$ cat config.mk
export PLATFORM = sky130hd
export DESIGN_NAME = overvoltage_filt_flat
export DESIGN_NICKNAME = d
export VERILOG_FILES = /design/src/rtl/overvoltage_pkg.sv /design/src/rtl/overvoltage_filt_if.sv /design/src/rtl/overvoltage_sync.sv /design/src/rtl/overvoltage_filt.sv /design/src/flat_wrapper.sv
export SDC_FILE = /design/constraint.sdc
export NUM_CORES = 1
export LEC_CHECK = 0
export ABC_AREA = 1
export CAP_MARGIN = 0
export CORE_AREA = 2 2 54 56
export CTS_CLUSTER_SIZE = 10
export DETAILED_ROUTE_END_ITERATION = 16
export DIE_AREA = 0 0 56 58
export GPL_TIMING_DRIVEN = 0
export PLACE_DENSITY = 0.81
export SLEW_MARGIN = 20
export SYNTH_ARGS = -nofsm -noshare
export SYNTH_HDL_FRONTEND = slang
export SYNTH_HIERARCHICAL = 1
export SYNTH_SLANG_ARGS = --single-unit
export TNS_END_PERCENT = 30
$ cat constraint.sdc
create_clock -name clk -period 1.8 [get_ports clk]
set_clock_uncertainty 0.05 [all_clocks]
set_input_delay 0.36 -clock clk [delete_from_list [all_inputs] [get_ports clk]]
set_output_delay 0.36 -clock clk [all_outputs]
set_load 0.02 [all_outputs]
$ cat src/rtl/overvoltage_pkg.sv
// overvoltage_pkg: shared state type, trip-code width and default filter constants.
package overvoltage_pkg;

    localparam int OTRIP_W = 4;
    localparam int DEF_DEB_ASSERT = 4;
    localparam int DEF_DEB_DEASSERT = 16;
    localparam int DEF_BLANK_CYCLES = 16;
    localparam logic [OTRIP_W-1:0] DEF_OTRIP_RST = 4'hF;

    typedef enum logic [1:0] {DISABLED, BLANK, MONITOR, TRIPPED} ov_state_t;

endpackage

$ cat src/rtl/overvoltage_filt_if.sv
// overvoltage_filt_if: control/status bundle between the host side and the overvoltage filter.
interface overvoltage_filt_if;
    import overvoltage_pkg::*;

    logic ena;
    logic ovout;
    logic [OTRIP_W-1:0] otrip_req;
    logic otrip_wr;
    logic irq_clr;
    logic [OTRIP_W-1:0] otrip;
    logic busy;
    logic ov_flag;
    logic ov_sticky;
    logic irq;

    modport master (
        output ena, ovout, otrip_req, otrip_wr, irq_clr,
        input  otrip, busy, ov_flag, ov_sticky, irq
    );

    modport slave (
        input  ena, ovout, otrip_req, otrip_wr, irq_clr,
        output otrip, busy, ov_flag, ov_sticky, irq
    );

endinterface

$ cat src/rtl/overvoltage_sync.sv
// overvoltage_sync: STAGES-deep flop chain bringing the asynchronous comparator into clk.
module overvoltage_sync #(
    parameter int STAGES = 2
) (
    input  logic clk,
    input  logic rst,
    input  logic d,
    output logic q
);

    logic [STAGES-1:0] sr;

    always_ff @(posedge clk) begin
        if (rst) sr <= '0;
        else     sr <= {sr[STAGES-2:0], d};
    end

    assign q = sr[STAGES-1];

endmodule

$ cat src/rtl/overvoltage_filt.sv
// overvoltage_filt: trip-code register, blanking and asymmetric debounce of the comparator.
// Define OVERVOLTAGE_FALL_IRQ_EN to also raise irq on a debounced ov_flag fall.
module overvoltage_filt
    import overvoltage_pkg::*;
#(
    parameter int SYNC_STAGES = 2,
    parameter int DEB_W = 8,
    parameter int DEB_ASSERT = DEF_DEB_ASSERT,
    parameter int DEB_DEASSERT = DEF_DEB_DEASSERT,
    parameter int BLANK_CYCLES = DEF_BLANK_CYCLES,
    parameter logic [OTRIP_W-1:0] OTRIP_RST = DEF_OTRIP_RST
) (
    input logic clk,
    input logic rst,
    overvoltage_filt_if.slave bus
);

    localparam logic [DEB_W-1:0] A_TH = DEB_W'(DEB_ASSERT);
    localparam logic [DEB_W-1:0] D_TH = DEB_W'(DEB_DEASSERT);
    localparam logic [DEB_W-1:0] B_TH = DEB_W'(BLANK_CYCLES);

    logic s;
    ov_state_t state, state_n;
    logic [DEB_W-1:0] dcnt, dcnt_n, bcnt, bcnt_n, dinc;
    logic [OTRIP_W-1:0] otrip, otrip_n;
    logic flag, flag_n, sticky, sticky_n, irq_r, irq_n, irq_set;

    overvoltage_sync #(.STAGES(SYNC_STAGES)) u_sync (
        .clk (clk),
        .rst (rst),
        .d   (bus.ovout),
        .q   (s)
    );

    always_ff @(posedge clk) begin
        if (rst) begin
            state  <= DISABLED;
            dcnt   <= '0;
            bcnt   <= '0;
            otrip  <= OTRIP_RST;
            flag   <= 1'b0;
            sticky <= 1'b0;
            irq_r  <= 1'b0;
        end else begin
            state  <= state_n;
            dcnt   <= dcnt_n;
            bcnt   <= bcnt_n;
            otrip  <= otrip_n;
            flag   <= flag_n;
            sticky <= sticky_n;
            irq_r  <= irq_n;
        end
    end

    assign dinc = (dcnt == '1) ? dcnt : dcnt + DEB_W'(1);

    // Thresholds are checked on the registered count, so a transition lands one edge after the last qualifying sample.
    always_comb begin
        state_n  = state;
        dcnt_n   = dcnt;
        bcnt_n   = bcnt;
        flag_n   = flag;
        sticky_n = sticky;
        irq_set  = 1'b0;
        otrip_n  = bus.otrip_wr ? bus.otrip_req : otrip;
        if (!bus.ena) begin
            state_n = DISABLED;
            dcnt_n  = '0;
            bcnt_n  = '0;
            flag_n  = 1'b0;
        end else if (bus.otrip_wr || state == DISABLED) begin
            state_n = BLANK;
            dcnt_n  = '0;
            bcnt_n  = '0;
        end else if (state == BLANK) begin
            bcnt_n = bcnt + DEB_W'(1);
            if (bcnt_n == B_TH) begin
                state_n = flag ? TRIPPED : MONITOR;
                bcnt_n  = '0;
            end
        end else if (state == MONITOR) begin
            if (dcnt >= A_TH) begin
                state_n  = TRIPPED;
                dcnt_n   = '0;
                flag_n   = 1'b1;
                sticky_n = 1'b1;
                irq_set  = 1'b1;
            end else begin
                dcnt_n = s ? dinc : '0;
            end
        end else begin
            if (dcnt >= D_TH) begin
                state_n = MONITOR;
                dcnt_n  = '0;
                flag_n  = 1'b0;
`ifdef OVERVOLTAGE_FALL_IRQ_EN
                irq_set = 1'b1;
`else
                irq_set = 1'b0;
`endif
            end else begin
                dcnt_n = s ? '0 : dinc;
            end
        end
        irq_n = irq_set | (irq_r & ~bus.irq_clr);
    end

    assign bus.otrip     = otrip;
    assign bus.busy      = (state == BLANK);
    assign bus.ov_flag   = flag;
    assign bus.ov_sticky = sticky;
    assign bus.irq       = irq_r;

endmodule

$ cat src/flat_wrapper.sv
// flat-port wrapper written by rule: the top's interface ports become plain ports
module overvoltage_filt_flat import overvoltage_pkg::*;
#(
    parameter int SYNC_STAGES = 2,
    parameter int DEB_W = 8,
    parameter int DEB_ASSERT = DEF_DEB_ASSERT,
    parameter int DEB_DEASSERT = DEF_DEB_DEASSERT,
    parameter int BLANK_CYCLES = DEF_BLANK_CYCLES,
    parameter logic [OTRIP_W-1:0] OTRIP_RST = DEF_OTRIP_RST
)
  (clk, rst, bus_ena, bus_ovout, bus_otrip_req, bus_otrip_wr, bus_irq_clr, bus_otrip, bus_busy, bus_ov_flag, bus_ov_sticky, bus_irq);
  overvoltage_filt_if bus_i ();
  input logic clk;
  input logic rst;
  input wire logic [$bits(bus_i.ena)-1:0] bus_ena;
  input wire logic [$bits(bus_i.ovout)-1:0] bus_ovout;
  input wire logic [$bits(bus_i.otrip_req)-1:0] bus_otrip_req;
  input wire logic [$bits(bus_i.otrip_wr)-1:0] bus_otrip_wr;
  input wire logic [$bits(bus_i.irq_clr)-1:0] bus_irq_clr;
  output wire logic [$bits(bus_i.otrip)-1:0] bus_otrip;
  output wire logic [$bits(bus_i.busy)-1:0] bus_busy;
  output wire logic [$bits(bus_i.ov_flag)-1:0] bus_ov_flag;
  output wire logic [$bits(bus_i.ov_sticky)-1:0] bus_ov_sticky;
  output wire logic [$bits(bus_i.irq)-1:0] bus_irq;
  assign bus_i.ena = bus_ena;
  assign bus_i.ovout = bus_ovout;
  assign bus_i.otrip_req = bus_otrip_req;
  assign bus_i.otrip_wr = bus_otrip_wr;
  assign bus_i.irq_clr = bus_irq_clr;
  assign bus_otrip = bus_i.otrip;
  assign bus_busy = bus_i.busy;
  assign bus_ov_flag = bus_i.ov_flag;
  assign bus_ov_sticky = bus_i.ov_sticky;
  assign bus_irq = bus_i.irq;
  overvoltage_filt #(.SYNC_STAGES(SYNC_STAGES), .DEB_W(DEB_W), .DEB_ASSERT(DEB_ASSERT), .DEB_DEASSERT(DEB_DEASSERT), .BLANK_CYCLES(BLANK_CYCLES), .OTRIP_RST(OTRIP_RST)) u_core (.clk(clk), .rst(rst), .bus(bus_i));
endmodule
==> results.yml <==
run_status:
  status: "complete, no violations"
setup_path:
  endpoint_kind: "primary output"
  criticalPathCategory: "reg -> out"
  crit_family: "buffers and inverters"
  rr_worst_depth: 9
  crit_cells: 1
  cp_slowest_stage_delay_ns: 0.62
  crit_buf_inv: 1
  start_kind: "flop"
  path_cells: "clkdlybuf4s50_1"
  worstPathMaxFanout: 3
  critPathRequiredTime_ns: 1.39
  crit_path_top_delay_cell: "clkdlybuf4s50_1"
  critPathArrivalTime_ns: 1.31
finish:
  post-route-util_pct: 61.5
  stdcell_count: 246
  area_growth_pct: 17.8
  finalNetCount: 234
  drive_above_1_share_pct: 10.7
  diodes: 0
synth:
  syn-instance-count: 194
  synth.top_cell.area_share_pct: 38.9
  synthesis.area_per_instance_um2: 7.16
  syn-num-nets: 212
  synth_warnings: 6
  synth_ff_type: "dfxtp_1"
  syn_area_um2: 1390
  yosysSeqAreaShare_pct: 38.9
  ys_async_sr_fraction_pct: 0
  yosysMostFrequentCell: "nand2_1"
  synth_top_area_cell: "dfxtp_1"
  synth_common_cells: "nand2_1, inv_1, dfxtp_1, nor2_1"
  ys_top_cells_by_area: "dfxtp_1, nand2_1, inv_1"
  synth_edf_count: 0
  synth_cell_types: 25
  synth-seq-cells: 27
grt:
  overflow: 0
  gr-usage-all-layers_pct: 16.8
  grt_antenna_before_repair: 0
  grt_max_degree: 15
  grt_pass1_vias: 1104
  grt_pass1_wl_um: 4370
place:
  dp_hpwl_um: 1950
  placed_cells: 242
  routabilityCongestion: 0.823
  numPortBuffers: 17
min_path:
  hold_class: "reg -> reg"
  hold_depth: 2
die:
  die_h_um: 58
  core_um2: 2660
  start_util_pct: 52.2
  design.die.area_um2: 3250
  dieWidth_um: 56
  pin_count: 18
  rows: 19
route:
  drt-total-wl_um: 2500
  detail_route.wl_per_cell_um: 10.2
  first_pass_iters: 4
  route.detailed.drc: 0
  drtAntennaViolNets: 0
  first_iter_violations: 24
  via_per_inst: 4.91
  vias: 1208
sta:
  worst_slew_pin_slew_ns: 0.409
  worst_slew_margin_rel_pct: 72.7
  fin_crit_ns: 1.72
  fmax_mhz: 583
  setup_violations: 0
  finalMaxSlewViolations: 0
  hold_viol_final: 0
  min_period_over_period_pct: 95.3
clock_tree:
  cts_tree: "built"
  htree_levels: 1
  cts_sinks: 27
  cts-root-buf: "clkbuf_4"
  numCtsBuffers: 3
  insertion_delay_ns: 0.31
  path_clk_slew_ns: 0.13
  post_cts.repair.setup_buffers: 0
  clockBufferDepth: 2
power_and_ir_drop:
  power_leakage_uw: 0.000684
  vdd_drop_max_mv: 0.496
  p_per_area_nw_per_um2: 598
flow_run:
  drv_cap: 0
report_power, final:
| part | leakage [uW] | switching [uW] | internal [uW] |
|---|---|---|---|
| logic | 0.000449 | 61.3 | 51.2 |
| registers | 0.000220 | 6.66 | 609 |
| clock network | 0.0000150 | 164 | 86.5 |
cells in the final DEF (no fill, tap or decap), types with 3 or more instances in the layout:
master           count
inv_1               36
nand3_1             15
dfxtp_1             26
clkbuf_4             3
ha_1                 8
a21oi_1             15
nor3_1               7
o21ai_0              6
clkdlybuf4s50_1     16
nand4_1              3
nor2_1              14
nand2_1             37
nor2_2               3
nand2_2              4
routing by layer:
| metal | vias to the layer above | GRT usage [%] | wire [um] |
|---|---|---|---|
| li1 | 655 | - | - |
| met1 | 531 | 19.6 | 1180 |
| met2 | 20 | 30.3 | 1220 |
| met3 | 2 | 3.13 | 91 |
| met4 | 0 | 7.14 | 15 |
| met5 | - | 0 | 0 |
cells by family after synthesis:
group	synth area share, %
AND/OR/NAND/NOR	30.4
buffers and inverters	11.6
AO/OA/AOI/OAI	11.3
XOR/XNOR	0.631
adder cells (fa/ha/maj)	7.21
flip-flops	38.9
final timing paths:
kind	startpoint	endpoint	slack, ns
setup / recovery	u_core/bus.ov_flag	bus_ov_flag	0.08
hold / removal	u_core/u_sync/sr[0]	u_core/u_sync/sr[1]	0.38
setup reg to reg	u_core/state[0]	u_core/bus.ov_sticky	0.13
hold reg to reg	u_core/u_sync/sr[0]	u_core/u_sync/sr[1]	0.38
registers in the layout (all words and copies together) (netlist names):
register,cells
u_core/dcnt,8
u_core/bus.otrip,4
u_core/bus.ov_flag,1
u_core/u_sync/sr,2
u_core/state,2
u_core/bus.irq,1
u_core/bus.ov_sticky,1
u_core/bcnt,8
final cells by class:
type / count / area [um2]
clock buffers: 4 / 26.3
well taps: 31 / 38.8
repair buffers: 17 / 170
plain buffers: 3 / 20.0
multi-input cells: 126 / 697
flip-flops and latches: 27 / 542
fillers: 248 / 1030
inverters: 38 / 143
what timing repair did:
item / CTS / global route
hold buffers: 0 / 0
endpoints found under the setup margin: 1 / 13
gates resized for setup: 1 / 7
gates cloned: 0 / 0
metrics by stage:
| step | hold slack, ns | TNS [ns] | cell area (um2) | total power, uW | setup WS [ns] |
|---|---|---|---|---|---|
| 3_5_place_dp | 0.362 | -1.57 | 1600 | 740 | -0.186 |
| 4_1_cts | 0.380 | 0 | 1620 | 991 | 0.0393 |
| 6_report | 0.382 | 0 | 1640 | 979 | 0.0843 |
| 5_1_grt | 0.393 | -0.162 | 1640 | 1030 | -0.0645 |
| 3_3_place_gp | 0.343 | -1.40 | 1600 | 738 | -0.179 |
| 2_1_floorplan | 0.338 | 0 | 1390 | 691 | 0.219 |
(Power assumes the default switching activity.)
